[src/rtl/rvcpu_bus_pkg.sv]
// Shared types and constants for the RVCPU system-bus arbiter.
// Grant is one-hot (bit 0 = master 0, bit 1 = master 1).
package rvcpu_bus_pkg;

  typedef enum logic [1:0] {
    IDLE = 2'd0,
    BUSY = 2'd1,
    RESP = 2'd2
  } bus_state_e;

  localparam int                CTRL_W    = 3;
  localparam logic [CTRL_W-1:0] CTRL_NONE = 3'b000;

  localparam logic [1:0] GNT_NONE = 2'b00;
  localparam logic [1:0] GNT_M0   = 2'b01;
  localparam logic [1:0] GNT_M1   = 2'b10;

  // A request with neither read nor write control never touches the bus.
  function automatic logic is_null_req(input logic [CTRL_W-1:0] rd,
                                       input logic [CTRL_W-1:0] wr);
    return (rd == CTRL_NONE) && (wr == CTRL_NONE);
  endfunction

endpackage

[src/rtl/rr_arb2.sv]
// Two-way round-robin picker: on a tie the master other than 'last' wins.
// 'last' = 0 means master 0 was served most recently, 1 means master 1.
module rr_arb2
  import rvcpu_bus_pkg::*;
(
  input  logic [1:0] req,
  input  logic       last,
  output logic [1:0] gnt
);

  always_comb begin
    gnt = GNT_NONE;
    case (req)
      2'b01:   gnt = GNT_M0;
      2'b10:   gnt = GNT_M1;
      2'b11:   gnt = last ? GNT_M0 : GNT_M1;
      default: gnt = GNT_NONE;
    endcase
  end

endmodule

[src/rtl/sys_bus_arbiter.sv]
// Shares the system_bus master port between two requesters, one transaction
// at a time, with round-robin arbitration and a bus-response timeout.
//
// state | meaning
// IDLE  | no transaction; arbitrate pending requests
// BUSY  | bus driven from registers, waiting for bus_valid or timeout
// RESP  | one-cycle ack to the granted master, bus ctrl cleared
module sys_bus_arbiter
  import rvcpu_bus_pkg::*;
#(
  parameter int ADDR_W  = 64,
  parameter int DATA_W  = 64,
  parameter int TIMEOUT = 16
) (
  input  logic              clk,
  input  logic              rst_n,
  input  logic              m0_req,
  input  logic [ADDR_W-1:0] m0_addr,
  input  logic [DATA_W-1:0] m0_din,
  input  logic [CTRL_W-1:0] m0_rd_ctrl,
  input  logic [CTRL_W-1:0] m0_wr_ctrl,
  output logic              m0_ack,
  output logic [DATA_W-1:0] m0_dout,
  output logic              m0_err,
  input  logic              m1_req,
  input  logic [ADDR_W-1:0] m1_addr,
  input  logic [DATA_W-1:0] m1_din,
  input  logic [CTRL_W-1:0] m1_rd_ctrl,
  input  logic [CTRL_W-1:0] m1_wr_ctrl,
  output logic              m1_ack,
  output logic [DATA_W-1:0] m1_dout,
  output logic              m1_err,
  output logic [ADDR_W-1:0] bus_addr,
  output logic [DATA_W-1:0] bus_din,
  output logic [CTRL_W-1:0] bus_rd_ctrl,
  output logic [CTRL_W-1:0] bus_wr_ctrl,
  input  logic [DATA_W-1:0] bus_dout,
  input  logic              bus_valid,
  output logic [1:0]        grant
);

  localparam int         CNT_W   = 8;
  localparam logic [7:0] CNT_TC  = 8'(TIMEOUT - 1);

  bus_state_e        state_q, state_d;
  logic [1:0]        grant_q, grant_d;
  logic              last_q, last_d;
  logic [ADDR_W-1:0] addr_q, addr_d;
  logic [DATA_W-1:0] din_q, din_d;
  logic [CTRL_W-1:0] rd_q, rd_d;
  logic [CTRL_W-1:0] wr_q, wr_d;
  logic [CNT_W-1:0]  cnt_q, cnt_d;
  logic [DATA_W-1:0] dout_q, dout_d;
  logic              err_q, err_d;

  logic [1:0]        gnt;
  logic [ADDR_W-1:0] sel_addr;
  logic [DATA_W-1:0] sel_din;
  logic [CTRL_W-1:0] sel_rd;
  logic [CTRL_W-1:0] sel_wr;

  rr_arb2 u_rr_arb2 (
    .req  ({m1_req, m0_req}),
    .last (last_q),
    .gnt  (gnt)
  );

  assign sel_addr = gnt[1] ? m1_addr    : m0_addr;
  assign sel_din  = gnt[1] ? m1_din     : m0_din;
  assign sel_rd   = gnt[1] ? m1_rd_ctrl : m0_rd_ctrl;
  assign sel_wr   = gnt[1] ? m1_wr_ctrl : m0_wr_ctrl;

  always_comb begin
    state_d = state_q;
    grant_d = grant_q;
    last_d  = last_q;
    addr_d  = addr_q;
    din_d   = din_q;
    rd_d    = rd_q;
    wr_d    = wr_q;
    cnt_d   = cnt_q;
    dout_d  = dout_q;
    err_d   = err_q;

    case (state_q)
      IDLE: begin
        if (gnt != GNT_NONE) begin
          grant_d = gnt;
          last_d  = gnt[1];
          addr_d  = sel_addr;
          din_d   = sel_din;
          cnt_d   = '0;
          dout_d  = '0;
          if (is_null_req(sel_rd, sel_wr)) begin
            err_d   = 1'b1;
            state_d = RESP;
          end else begin
            // write wins when both controls are set
            err_d   = 1'b0;
            wr_d    = sel_wr;
            rd_d    = (sel_wr != CTRL_NONE) ? CTRL_NONE : sel_rd;
            state_d = BUSY;
          end
        end
      end
      BUSY: begin
        if (bus_valid) begin
          dout_d  = (wr_q != CTRL_NONE) ? '0 : bus_dout;
          err_d   = 1'b0;
          rd_d    = CTRL_NONE;
          wr_d    = CTRL_NONE;
          state_d = RESP;
        end else if (cnt_q == CNT_TC) begin
          dout_d  = '0;
          err_d   = 1'b1;
          rd_d    = CTRL_NONE;
          wr_d    = CTRL_NONE;
          state_d = RESP;
        end else begin
          cnt_d = cnt_q + 8'd1;
        end
      end
      RESP: begin
        grant_d = GNT_NONE;
        cnt_d   = '0;
        rd_d    = CTRL_NONE;
        wr_d    = CTRL_NONE;
        state_d = IDLE;
      end
      default: begin
        state_d = IDLE;
        grant_d = GNT_NONE;
      end
    endcase
  end

  always_ff @(posedge clk or negedge rst_n) begin
    if (!rst_n) begin
      state_q <= IDLE;
      grant_q <= GNT_NONE;
      last_q  <= 1'b1;
      addr_q  <= '0;
      din_q   <= '0;
      rd_q    <= CTRL_NONE;
      wr_q    <= CTRL_NONE;
      cnt_q   <= '0;
      dout_q  <= '0;
      err_q   <= 1'b0;
    end else begin
      state_q <= state_d;
      grant_q <= grant_d;
      last_q  <= last_d;
      addr_q  <= addr_d;
      din_q   <= din_d;
      rd_q    <= rd_d;
      wr_q    <= wr_d;
      cnt_q   <= cnt_d;
      dout_q  <= dout_d;
      err_q   <= err_d;
    end
  end

  assign grant       = grant_q;
  assign bus_addr    = addr_q;
  assign bus_din     = din_q;
  assign bus_rd_ctrl = rd_q;
  assign bus_wr_ctrl = wr_q;

  assign m0_ack  = (state_q == RESP) && (grant_q == GNT_M0);
  assign m1_ack  = (state_q == RESP) && (grant_q == GNT_M1);
  assign m0_dout = m0_ack ? dout_q : '0;
  assign m1_dout = m1_ack ? dout_q : '0;
  assign m0_err  = m0_ack & err_q;
  assign m1_err  = m1_ack & err_q;

endmodule

[config.mk]
export PLATFORM = sky130hd
export DESIGN_NAME = sys_bus_arbiter
export DESIGN_NICKNAME = d
export VERILOG_FILES = /design/src/rtl/rvcpu_bus_pkg.sv /design/src/rtl/rr_arb2.sv /design/src/rtl/sys_bus_arbiter.sv
export SDC_FILE = /design/constraint.sdc
export NUM_CORES = 1
export LEC_CHECK = 0
export ABC_AREA = 1
export BUFFER_PORTS_ARGS = -buffer_cell sky130_fd_sc_hd__buf_2
export CAP_MARGIN = 15
export CORE_AREA = 2 2 236 238
export CTS_CLUSTER_SIZE = 24
export DETAILED_ROUTE_END_ITERATION = 8
export DIE_AREA = 0 0 238 240
export SKIP_LAST_GASP = 1
export SYNTH_ARGS = -nofsm -noshare
export SYNTH_HDL_FRONTEND = slang
export SYNTH_SLANG_ARGS = --single-unit
[constraint.sdc]
create_clock -name clk -period 2.8 [get_ports clk]
set_clock_uncertainty 0.2 [all_clocks]
set_input_delay 0.14 -clock clk [delete_from_list [all_inputs] [get_ports clk]]
set_output_delay 0.14 -clock clk [all_outputs]
set_load 0.02 [all_outputs]
# Yosys cells after proc, flatten, opt, wreduce, memory -nomap -nowiden

Index checks and enable logic that the tools add are counted.
W data, S select, Z words.

$add $sub $neg: 1
Eq/ne operators: 13
Mux-type cells: 38
Bitwise gates (word level): 3
Reduce and logical (&&, ||, !) cells: 17

Operators by type and width:

| kind                  | count |
|---|---|
| $mux W64              | 8 |
| $pmux W64 S2          | 1 |
| $mux W3               | 9 |
| $mux W8               | 3 |
| $pmux W8 S3           | 1 |
| $pmux W3 S3           | 2 |
| $mux W2               | 6 |
| $reduce_bool A3 Y1    | 3 |
| $add A8 B1 Y8 const B | 1 |
| $eq A2 B2 Y1 const B  | 4 |
| $eq A8 B4 Y1 const B  | 1 |
| $ne A2 B2 Y1 const B  | 4 |
| $pmux W2 S2           | 2 |
| $reduce_and A4 Y1     | 2 |
| $eq A2 B1 Y1 const B  | 3 |
| $logic_not A3 Y1      | 2 |
| $pmux W2 S3           | 1 |
| $reduce_and A2 Y1     | 3 |
| $mux W1               | 4 |
| $reduce_bool A2 Y1    | 2 |
| $logic_and A1 B1 Y1   | 3 |
| $ne A3 B3 Y1 const B  | 1 |
| $reduce_and A3 Y1     | 1 |
| $and A1 B1 Y1         | 2 |
| other kinds (3)       | 3 |

Register bits after elaboration: 212
Input bits: 337
Logic and storage cells: 82

# Logic depth before layout (Yosys ltp)

Gate-level depths: netlist of the first run.

Word-level depth: 8
Mapped depth: 13
Gate-level depth less buffers: 10

# Modules after synthesis

Synthesis of the first run repeated with hierarchy kept, for this count alone.

Cell total of the unflattened synthesis: 1382
Area, all modules: 10363.7 µm²

By module, submodules not included:

| module          | times used | cells each | area each (µm²) | sequential area each (µm²) |
|---|---|---|---|---|
| sys_bus_arbiter | 1          | 1377       | 10342.4         | 5306.3 |
| rr_arb2         | 1          | 5          | 21.3            | 0.0 |

# Worst setup path before layout of the first run

Ideal clock, no wire load.

Path kind: reg-to-output
From: register state_q[0]
To: output m1_dout[13]
Arrival: 1.999 ns
Data required time: 2.460 ns
Setup slack: 0.461 ns
Stages on the path, launching flop included: 9
Buffers on the path: 2
Cell sequence: dfrtp_1 > inv_1 > ha_1 > inv_1 > nor3_1 > inv_1 > clkbuf_1 > buf_1 > nor2_1

Word-level cells in the longest chain between the ends: 3

Ends and longest elaborated chain:

| what                     | RTL line               | text |
|---|---|---|
| start: declaration       | sys_bus_arbiter.sv:45  | `bus_state_e state_q, state_d;` |
| start signal: assignment | sys_bus_arbiter.sv:150 | `state_q <= state_d;` |
| $eq A2 B2 Y1             | sys_bus_arbiter.sv:170 | `assign m1_ack = (state_q == RESP) && (grant_q == GNT_M1);` |
| $logic_and A1 B1 Y1      | sys_bus_arbiter.sv:170 |  |
| via m1_ack               | sys_bus_arbiter.sv:30  | `output logic m1_ack,` |
| $mux W64                 | sys_bus_arbiter.sv:172 | `assign m1_dout = m1_ack ? dout_q : '0;` |
| end: declaration         | sys_bus_arbiter.sv:31  | `output logic [DATA_W-1:0] m1_dout,` |

The timed path passes the listed nets, and every way through them passes these cells.

# Final worst setup path of the first run

From: register state_q[0]
To: output m1_dout[3]

Word-level cells in the longest chain between the ends: 3

Ends and longest elaborated chain:

| what                | RTL line |
|---|---|
| $eq A2 B2 Y1        | sys_bus_arbiter.sv:170 |
| $logic_and A1 B1 Y1 | sys_bus_arbiter.sv:170 |
| $mux W64            | sys_bus_arbiter.sv:172 |

No other way between the ends.

==> impl_metrics.ini, run 1 <==
[drt]
drt_first_pass_iters = 5
route.detailed.drc = 0
drt-met1-wl_mm = 18.6
drt-wirelength-per-cell_um = 16.4
drt_wl_total_mm = 48.3
route.met2.wl_mm = 23.7
vias = 13600
top_layer = met5
vias_per_cell = 4.64
ant_nets = 0
first_iter_violations = 799
met3_length_mm = 4.10

[pwr]
power_density_nw_per_um2 = 950
seqPwrFrac = 0.274
p_sw_mw = 7.65
p_clk_frac = 0.197
p_sw_frac = 0.426
ir_drop_uv = 610
leakagePower_nw = 9.32
combPwrFrac = 0.530
power.internal_mw = 10.3

[logic_synthesis]
async_flop_share = 1.00
synthesis.nets = 1678
ys.flop_type = dfrtp_1
synth_cells = 1336
ys_seq_area_frac = 0.498
yosysTopAreaCellShare = 0.496
synth-edff-count = 0
yosysTopAreaCell = dfrtp_1
yosys-top-cells-area = dfrtp_1 (50%), nand3_1 (13%), nand4_1 (11%)
syn_area_per_cell_sq_um = 7.98
yosys_warnings = 0
syn_area_sq_um = 10700
synth.most_common_cell = nand3_1
netlist_top_cells_count = nand3_1 (273), dfrtp_1 (211), nand4_1 (194)
synth-seq-cells = 212
synth_cell_type_count = 31

[clocking]
cts_root_buffer = clkbuf_16
post_cts_buffers = 0
cts_tree = done
clk_pin_slew_ps = 50
cts_max_level = 1
cts_buffers = 27
cts_max_path_buffers = 3
clock_latency_ps = 560
cts_sinks = 212

[critical_path]
arrival_ps = 2370
crit_required_ps = 2460
cp-start-kind = flop
end_kind = output port
crit_fanout = 65
critical_path_class = reg -> out

[global_routing]
antenna_found_initial = 8
grt_overflow_total = 0
grt_max_degree = 131
grt_util_all_layers = 0.158
grt_first_pass_wirelength_mm = 72.6
first_global_vias = 13300

[place]
pre_cts_ws_ps = 428
routabilityCongestion = 0.804
dp_hpwl_mm = 31.3
place.port_buffers = 604

[final_layout]
area_growth_pct = 77.6
multi_input_area_sq_um = 4520
fin_nets = 2559
drive_above_1_share = 0.313
fillers = 5561
layout.area.seq_sq_um = 5310

[flow_run]
max_cap_violations = 0

[timing]
min_period_ps = 2710
fin_crit_sh = 0.969
setup_viol_count_final = 0
worst_pin_slew_ps = 856
max_freq_mhz = 368
layout_setup_ws_ps = 85.8
max_slew_margin = 0.430
hold_violations = 0
hold_slack_ps = 35.6
rsz0062_at_grt = yes
slew_viol_final = 0

[floorplanning]
start_util = 0.195
placementRows = 86
dieArea_sq_um = 57100
fp.dieH_um = 240
fp.coreArea_sq_um = 54700
die_w_um = 238
ioPinCount = 605

[worst_hold_path]
hold_path_class = in -> reg

[outcome]
status = finished, final reports clean
-- what timing repair did --
| action | CTS | global route |
|---|---|---|
| resized for setup | 3 | 3 |
| endpoints found under the hold margin | 416 | 1 |
| hold buffers | 345 | 1 |
| setup endpoints to repair | 93 | 77 |
-- state kept, by name, indices dropped and copies added (netlist names) --
name	flops
bus_rd_ctrl	3
last_q	1
grant	2
state_q	2
dout_q	64
bus_wr_ctrl	3
err_q	1
cnt_q	8
bus_din	64
bus_addr	64
-- layout make-up --
class / count / area share
Sequential cell: 212 / 0.280
Timing Repair Buffer: 981 / 0.369
Inverter: 89 / 0.0187
Tap cell: 704 / 0.0465
Multi-Input combinational cell: 906 / 0.239
Clock buffer: 41 / 0.0422
Clock inverter: 5 / 0.00443
Antenna cell: 3 / 0.000397
-- layer usage --
layer  vias up  GRT usage
met1      6364      0.185
met5         -          0
met3       133     0.0325
met2       779      0.280
met4         4     0.0650
li1       6356          -
-- layout by cell type, fill, tap and decap left out, types with 2 or more instances in the layout --
master,instances
buf_2,602
dlygate4sd3_1,345
nand3_1,272
dfrtp_1,211
nand4_1,194
nand2_1,191
nor2_1,143
inv_1,81
o21ai_0,51
clkbuf_16,27
o21ai_1,20
buf_12,18
buf_4,13
clkbuf_8,7
clkbuf_1,7
inv_2,5
nor3_1,4
ha_1,4
diode_2,3
nand3b_1,3
a21oi_1,3
nand2_4,2
inv_6,2
nor2_2,2
nand2_2,2
xor2_1,2
or2_2,2
o31ai_1,2
clkinvlp_4,2
bufinv_16,2
-- power groups by stage --
stage | logic (mW) | registers [mW] | clock network (mW)
finish | 9.52 | 4.92 | 3.54
global route | 10.3 | 5.05 | 3.77
CTS | 9.39 | 4.90 | 3.63
detailed placement | 7.48 | 4.90 | 0
global placement | 7.44 | 4.92 | 0
floorplan | 3.51 | 6.03 | 0
-- worst paths after layout --
path | start | to | slack (ps) | depth (start not counted)
worst max-delay path | state_q[0] | m1_dout[3] | 90 | 7
worst min-delay path | m1_rd_ctrl[2] | bus_wr_ctrl[0] | 40 | 7
worst max register to register | last_q | bus_rd_ctrl[0] | 120 | 9
worst min register to register | last_q | last_q | 280 | 2
max in group asynchronous | rst_n | dout_q[35] | 1470 | 4
min in group asynchronous | rst_n | last_q | 550 | 3
-- logic make-up after synthesis --
| group | after synthesis | share of synthesized area |
|---|---|---|
| AND/OR/NAND/NOR | 820 | 0.372 |
| buffers and inverters | 218 | 0.0834 |
| flip-flops | 212 | 0.498 |
| AO/OA/AOI/OAI | 78 | 0.0385 |
| adder cells (fa/ha/maj) | 5 | 0.00587 |
| XOR/XNOR | 3 | 0.00247 |
-- stage by stage --
stage | TNS [ps] | total power, mW | cells | util | cell area, sq um
2_1_floorplan | 0 | 9.54 | 1336 | - | 10700
5_1_grt | -635 | 19.1 | 2941 | 0.346 | 18900
4_1_cts | 0 | 17.9 | 2937 | 0.346 | 18900
3_5_place_dp | 0 | 12.4 | 2546 | 0.266 | 14500
3_3_place_gp | 0 | 12.4 | 2546 | 0.266 | 14500
6_report | 0 | 18.0 | 2941 | 0.346 | 18900
-- critical path, cell delays in order, from the launching register on --
cell	delay (ps)
dfrtp_1	410
inv_1	130
ha_1	260
inv_1	70
nor3_1	220
bufinv_8	340
nor2_1	180
buf_2	200
(Power assumes the default switching activity.)
==> inputs of run 2 (changes only) <==
==> constraint.sdc (replaced) <==
create_clock -name clk -period 2.31 [get_ports clk]
set_clock_uncertainty 0.2 [all_clocks]
set_input_delay 0.1155 -clock clk [delete_from_list [all_inputs] [get_ports clk]]
set_output_delay 0.1155 -clock clk [all_outputs]
set_load 0.02 [all_outputs]
==> run 2 against run 1 <==
Compared with the run above:
- setup slack worse by 140 ps
- global-route usage rose by 1.8 points
- clock-buffer cell count unchanged
- wire length up 11%
- worst hold slack gained 91 ps
- non-clock buffer count rose by 26
- largest cell class unchanged
- the run now ends with negative setup slack left
==> impl_metrics.ini, run 2 (same netlist as run 1, synthesis figures left out) <==
[critical_path]
critical_path_class = reg -> out
r2r_cells = 9
cp_cell_sequence = inv_2 > ha_4 > inv_2 > nor3_4 > bufinv_8 > buf_8 > nor2_1 > buf_4
cp-start-kind = flop
crit_required_ps = 1990
crit_fanout = 10
reg2reg_to = bus_din[42]
end_kind = output port
rrSetupSlack_ps = 90
arrival_ps = 2050
slowest_stage = dfrtp_1
slowest_delay_ps = 390
path_delay_family = buffers and inverters
path_buf_inv = 5
cpMostUsedCell = inv_2
timing.rr.start = state_q[0]

[timing]
setup_viol_count_final = 38
hold_slack_ps = 126
tns_ps = -687
max_freq_mhz = 423
fin_crit_sh = 1.02
slew_viol_final = 0
worst_pin_slew_ps = 1010
hold_violations = 0
max_slew_margin = 0.327
layout_setup_ws_ps = -53.6
min_period_ps = 2360
rsz0062_at_grt = yes

[floorplanning]
ioPinCount = 605
die_w_um = 238
fp.coreArea_sq_um = 54700
start_util = 0.195
placementRows = 86
fp.dieH_um = 240
dieArea_sq_um = 57100

[final_layout]
area_growth_pct = 83.8
mostFrequentLayoutCells = buf_2 (536), dlygate4sd3_1 (343), nand3_1 (272)
final_common_cell = buf_2
drive_above_1_share = 0.342
fin_nets = 2587
final_cells = 2974

[drt]
route.detailed.drc = 0
drt_first_pass_iters = 5
ant_nets = 0
drt_wl_total_mm = 53.8
drt-wirelength-per-cell_um = 18.1
vias_per_cell = 4.72
first_iter_violations = 865
vias = 14000

[place]
routabilityCongestion = 0.832
place.port_buffers = 604
dp_cells = 2567
dp_hpwl_mm = 34.6
pre_cts_ws_ps = 113

[global_routing]
grt_max_degree = 100
grt_first_pass_wirelength_mm = 79.3
grt_util_all_layers = 0.176
antenna_found_initial = 9
grt_overflow_total = 0
first_global_vias = 13900

[pwr]
leakagePower_nw = 9.38
ir_drop_uv = 527
power_density_nw_per_um2 = 1030

[worst_hold_path]
hold_start = m0_din[58]
holdPathStages = 4
hold_path_class = in -> reg
min_to = bus_din[58]

[flow_run]
max_cap_violations = 0

[clocking]
cts_sinks = 212
clk_pin_slew_ps = 60
cts_tree = done
cts_max_level = 1
clock_latency_ps = 560
cts_buffers = 26
cts_root_buffer = clkbuf_16
cts_max_path_buffers = 3

[outcome]
status = finished with violations
violations = negative setup slack
-- run 2: cell types whose count changed in the layout (fill, tap and decap cells not counted), moves of 2 or more --
cell / previous run / this run
inv_1: 81 / 79
nor2_4: 1 / 17
buf_6: 1 / 31
nor2_1: 143 / 101
inv_2: 5 / 7
clkbuf_1: 7 / 10
inv_4: 0 / 3
nor2_2: 2 / 28
buf_4: 13 / 79
clkbuf_8: 7 / 5
dlygate4sd3_1: 345 / 343
buf_12: 18 / 15
buf_2: 602 / 536
diode_2: 3 / 7
-- run 2: what timing repair did --
action | CTS | global route
gates resized for setup | 119 | 56
hold endpoints to repair | 416 | 0
hold buffers | 343 | 0
endpoints found under the setup margin | 90 | 121
pin swaps | 1 | 2
cloned | 3 | 1
setup buffers | 5 | 3
-- run 2: report_power, final --
group / switching, mW / internal, mW / total, mW
combinational: 6.73 / 3.40 / 10.1
sequential: 0.810 / 5.16 / 5.97
clock: 1.67 / 2.46 / 4.13
total: 9.21 / 11.0 / 20.2
-- run 2: per-stage QoR --
| step | power, mW | cell area (sq um) | utilization |
|---|---|---|---|
| 4_1_cts | 20.2 | 19300 | 0.354 |
| 6_report | 20.2 | 19600 | 0.358 |
| 2_1_floorplan | 11.6 | 10700 | - |
| 5_1_grt | 21.5 | 19600 | 0.358 |
| 3_5_place_dp | 15.3 | 14600 | 0.268 |
| 3_3_place_gp | 15.2 | 14600 | 0.268 |
-- run 2: final cells by class --
class                   instances  area [sq um]
well taps                     704           881
multi-input cells             907          4740
flip-flops and latches        212          5310
repair buffers               1007          7420
repair inverters                2          17.5
fillers                      5432         35100
clock buffers                  41           757
clock inverters                 5          92.6
inverters                      89           353
diodes                          7          17.5
-- run 2: worst reg2reg max path: stages, from the launching register on --
cell and delay (ps):
dfrtp_1 390, inv_2 90, buf_4 120, ha_4 170, inv_2 60, nor2_4 160, buf_12 230, nand3_1 100
dlygate4sd3_1 570, nand3_1 70
-- run 2: worst max-delay path by stage --
stage                    start          end  slack, ps  cells past startpoint
floorplan           state_q[0]  m1_dout[13]        220                      8
global placement    state_q[1]    dout_q[8]        200                     10
detailed placement  state_q[1]   dout_q[46]        110                     10
CTS                 state_q[0]   m1_dout[4]        -80                     10
global route        state_q[0]  m1_dout[37]       -140                      8
finish              state_q[0]  m1_dout[37]        -50                      8
-- run 2: per-layer routing --
layer  track usage  share of wire  vias to the layer above
li1              -              -                     6430
met1         0.201           0.37                     6533
met2         0.294           0.47                      887
met3        0.0413          0.085                      193
met4         0.118          0.068                        4
met5             0        0.00050                        -
==> inputs of run 3 (changes only) <==
--- a/config.mk
+++ b/config.mk
@@ -12,6 +12,7 @@
 export CTS_CLUSTER_SIZE = 24
 export DETAILED_ROUTE_END_ITERATION = 8
 export DIE_AREA = 0 0 238 240
+export REMOVE_ABC_BUFFERS = 1
 export SKIP_LAST_GASP = 1
 export SYNTH_ARGS = -nofsm -noshare
 export SYNTH_HDL_FRONTEND = slang
==> run 3 against run 2 <==
Compared with the run above:
- the run still ends with negative setup slack left
- combinational power rose by 4%
- clock-buffer cell count grew 2
- via count up 0.21%
==> impl_metrics.ini, run 3 (same netlist as run 1, synthesis figures left out) <==
[global_routing]
first_global_vias = 13700
grt_first_pass_wirelength_mm = 76.1
grt_overflow_total = 0
grt_util_all_layers = 0.165
grt_max_degree = 115
antenna_found_initial = 1

[timing]
slew_viol_final = 0
layout_setup_ws_ps = -16.8
max_slew_margin = 0.418
hold_slack_ps = 77.6
fin_crit_sh = 1.01
tns_ps = -77.0
hold_violations = 0
min_period_ps = 2330
rsz0062_at_grt = yes
worst_pin_slew_ps = 873
max_freq_mhz = 430
setup_viol_count_final = 8

[critical_path]
cp_cell_sequence = inv_2 > ha_4 > inv_1 > nor3_4 > inv_4 > buf_16 > nor2_1 > buf_4
crit_fanout = 16
end_kind = output port
critical_path_class = reg -> out
cp-start-kind = flop
slowest_stage = dfrtp_1
r2r_cells = 8
crit_required_ps = 1990
slowest_delay_ps = 380
arrival_ps = 2010

[drt]
route.detailed.drc = 0
drt-wirelength-per-cell_um = 17.6
drt_wl_total_mm = 52.6
drt_first_pass_iters = 5
ant_nets = 0
vias = 14100
first_iter_violations = 1148
vias_per_cell = 4.72

[floorplanning]
start_util = 0.195
placementRows = 86
fp.coreArea_sq_um = 54700
die_w_um = 238
ioPinCount = 605
dieArea_sq_um = 57100
fp.dieH_um = 240

[place]
place.port_buffers = 604
dp_hpwl_mm = 32.5
routabilityCongestion = 0.846
placed_area_sq_um = 14700

[clocking]
cts_max_level = 1
clk_pin_slew_ps = 60
cts_tree = done
clock_latency_ps = 540
cts_sinks = 212
cts_buffers = 26
cts_root_buffer = clkbuf_16
cts_max_path_buffers = 3

[final_layout]
fillers = 5374
fin_nets = 2600
drive_above_1_share = 0.330
mostFrequentLayoutCells = buf_2 (537), dlygate4sd3_1 (340), nand3_1 (272)
area_growth_pct = 82.8
design_area_sq_um = 19500
final_common_cell = buf_2

[pwr]
ir_drop_uv = 675
leakagePower_nw = 9.46
power_density_nw_per_um2 = 1050

[flow_run]
max_cap_violations = 0

[worst_hold_path]
holdPathStages = 8
hold_path_class = in -> reg

[outcome]
violations = negative setup slack
status = finished with violations
[run 3: changes by cell type in the layout (fill, tap and decap cells not counted), moves of 5 or more]
cell / previous run / this run
nor2_2: 28 / 5
clkbuf_16: 26 / 33
nor2_1: 101 / 137
diode_2: 7 / 2
buf_6: 31 / 3
buf_4: 79 / 115
nor2_4: 17 / 4
[run 3: through the flow]
step                      utilization  total power [mW]  cells  setup WS (ps)
after floorplan                     -              10.8   1207          -7430
final                           0.356              20.4   2983          -16.8
after detailed placement        0.268              15.3   2569            124
after global routing            0.356              21.7   2982           -101
after CTS                       0.351              19.9   2966          -52.9
after global placement          0.268              15.2   2569            185
[run 3: critical path: cells and delay by family, from the launching register on]
family                     cells  cell delay, ps
buffers and inverters          5             630
DFF                            1             380
adders and majority gates      1             160
and+or+nand+nor                2             290
[run 3: final cells by class]
class                           instances  area (sq um)  share of cell area
Timing Repair Buffer                 1022          7550               0.388
Sequential cell                       212          5310               0.272
Multi-Input combinational cell        907          4590               0.236
Tap cell                              704           881              0.0452
Clock buffer                           43           776              0.0398
Inverter                               89           345              0.0177
Clock inverter                          4          20.0             0.00103
Antenna cell                            2          5.00            0.000257
[run 3: final timing paths]
kind / startpoint / end / slack [ps]
worst max-delay path: state_q[0] / m1_dout[53] / -20
worst min-delay path: m1_wr_ctrl[0] / bus_wr_ctrl[2] / 80
worst max register to register: state_q[0] / grant[1] / 110
worst min register to register: bus_rd_ctrl[0] / bus_rd_ctrl[0] / 270
max in group asynchronous: rst_n / last_q / 620
min in group asynchronous: rst_n / dout_q[15] / 540
[run 3: what timing repair did]
action / 4_1_cts / 5_1_grt
endpoints found under the setup margin: 132 / 166
hold buffers: 342 / 0
gates cloned: 2 / 6
pin swaps: 1 / 3
hold endpoints to repair: 415 / 0
setup buffers: 6 / 9
gates resized for setup: 75 / 21
[run 3: metal layers]
| layer | vias up | global-route usage | share of wire |
|---|---|---|---|
| li1 | 6455 | - | - |
| met1 | 6634 | 0.208 | 0.39 |
| met2 | 820 | 0.272 | 0.47 |
| met3 | 167 | 0.0349 | 0.090 |
| met4 | 0 | 0.0754 | 0.043 |
| met5 | - | 0 | 0 |
[run 3: where the power goes]
part | total, mW | switching (mW) | internal [mW]
Clock | 3.91 | 1.64 | 2.27
Sequential | 6.00 | 0.839 | 5.16
Combinational | 10.5 | 6.89 | 3.63
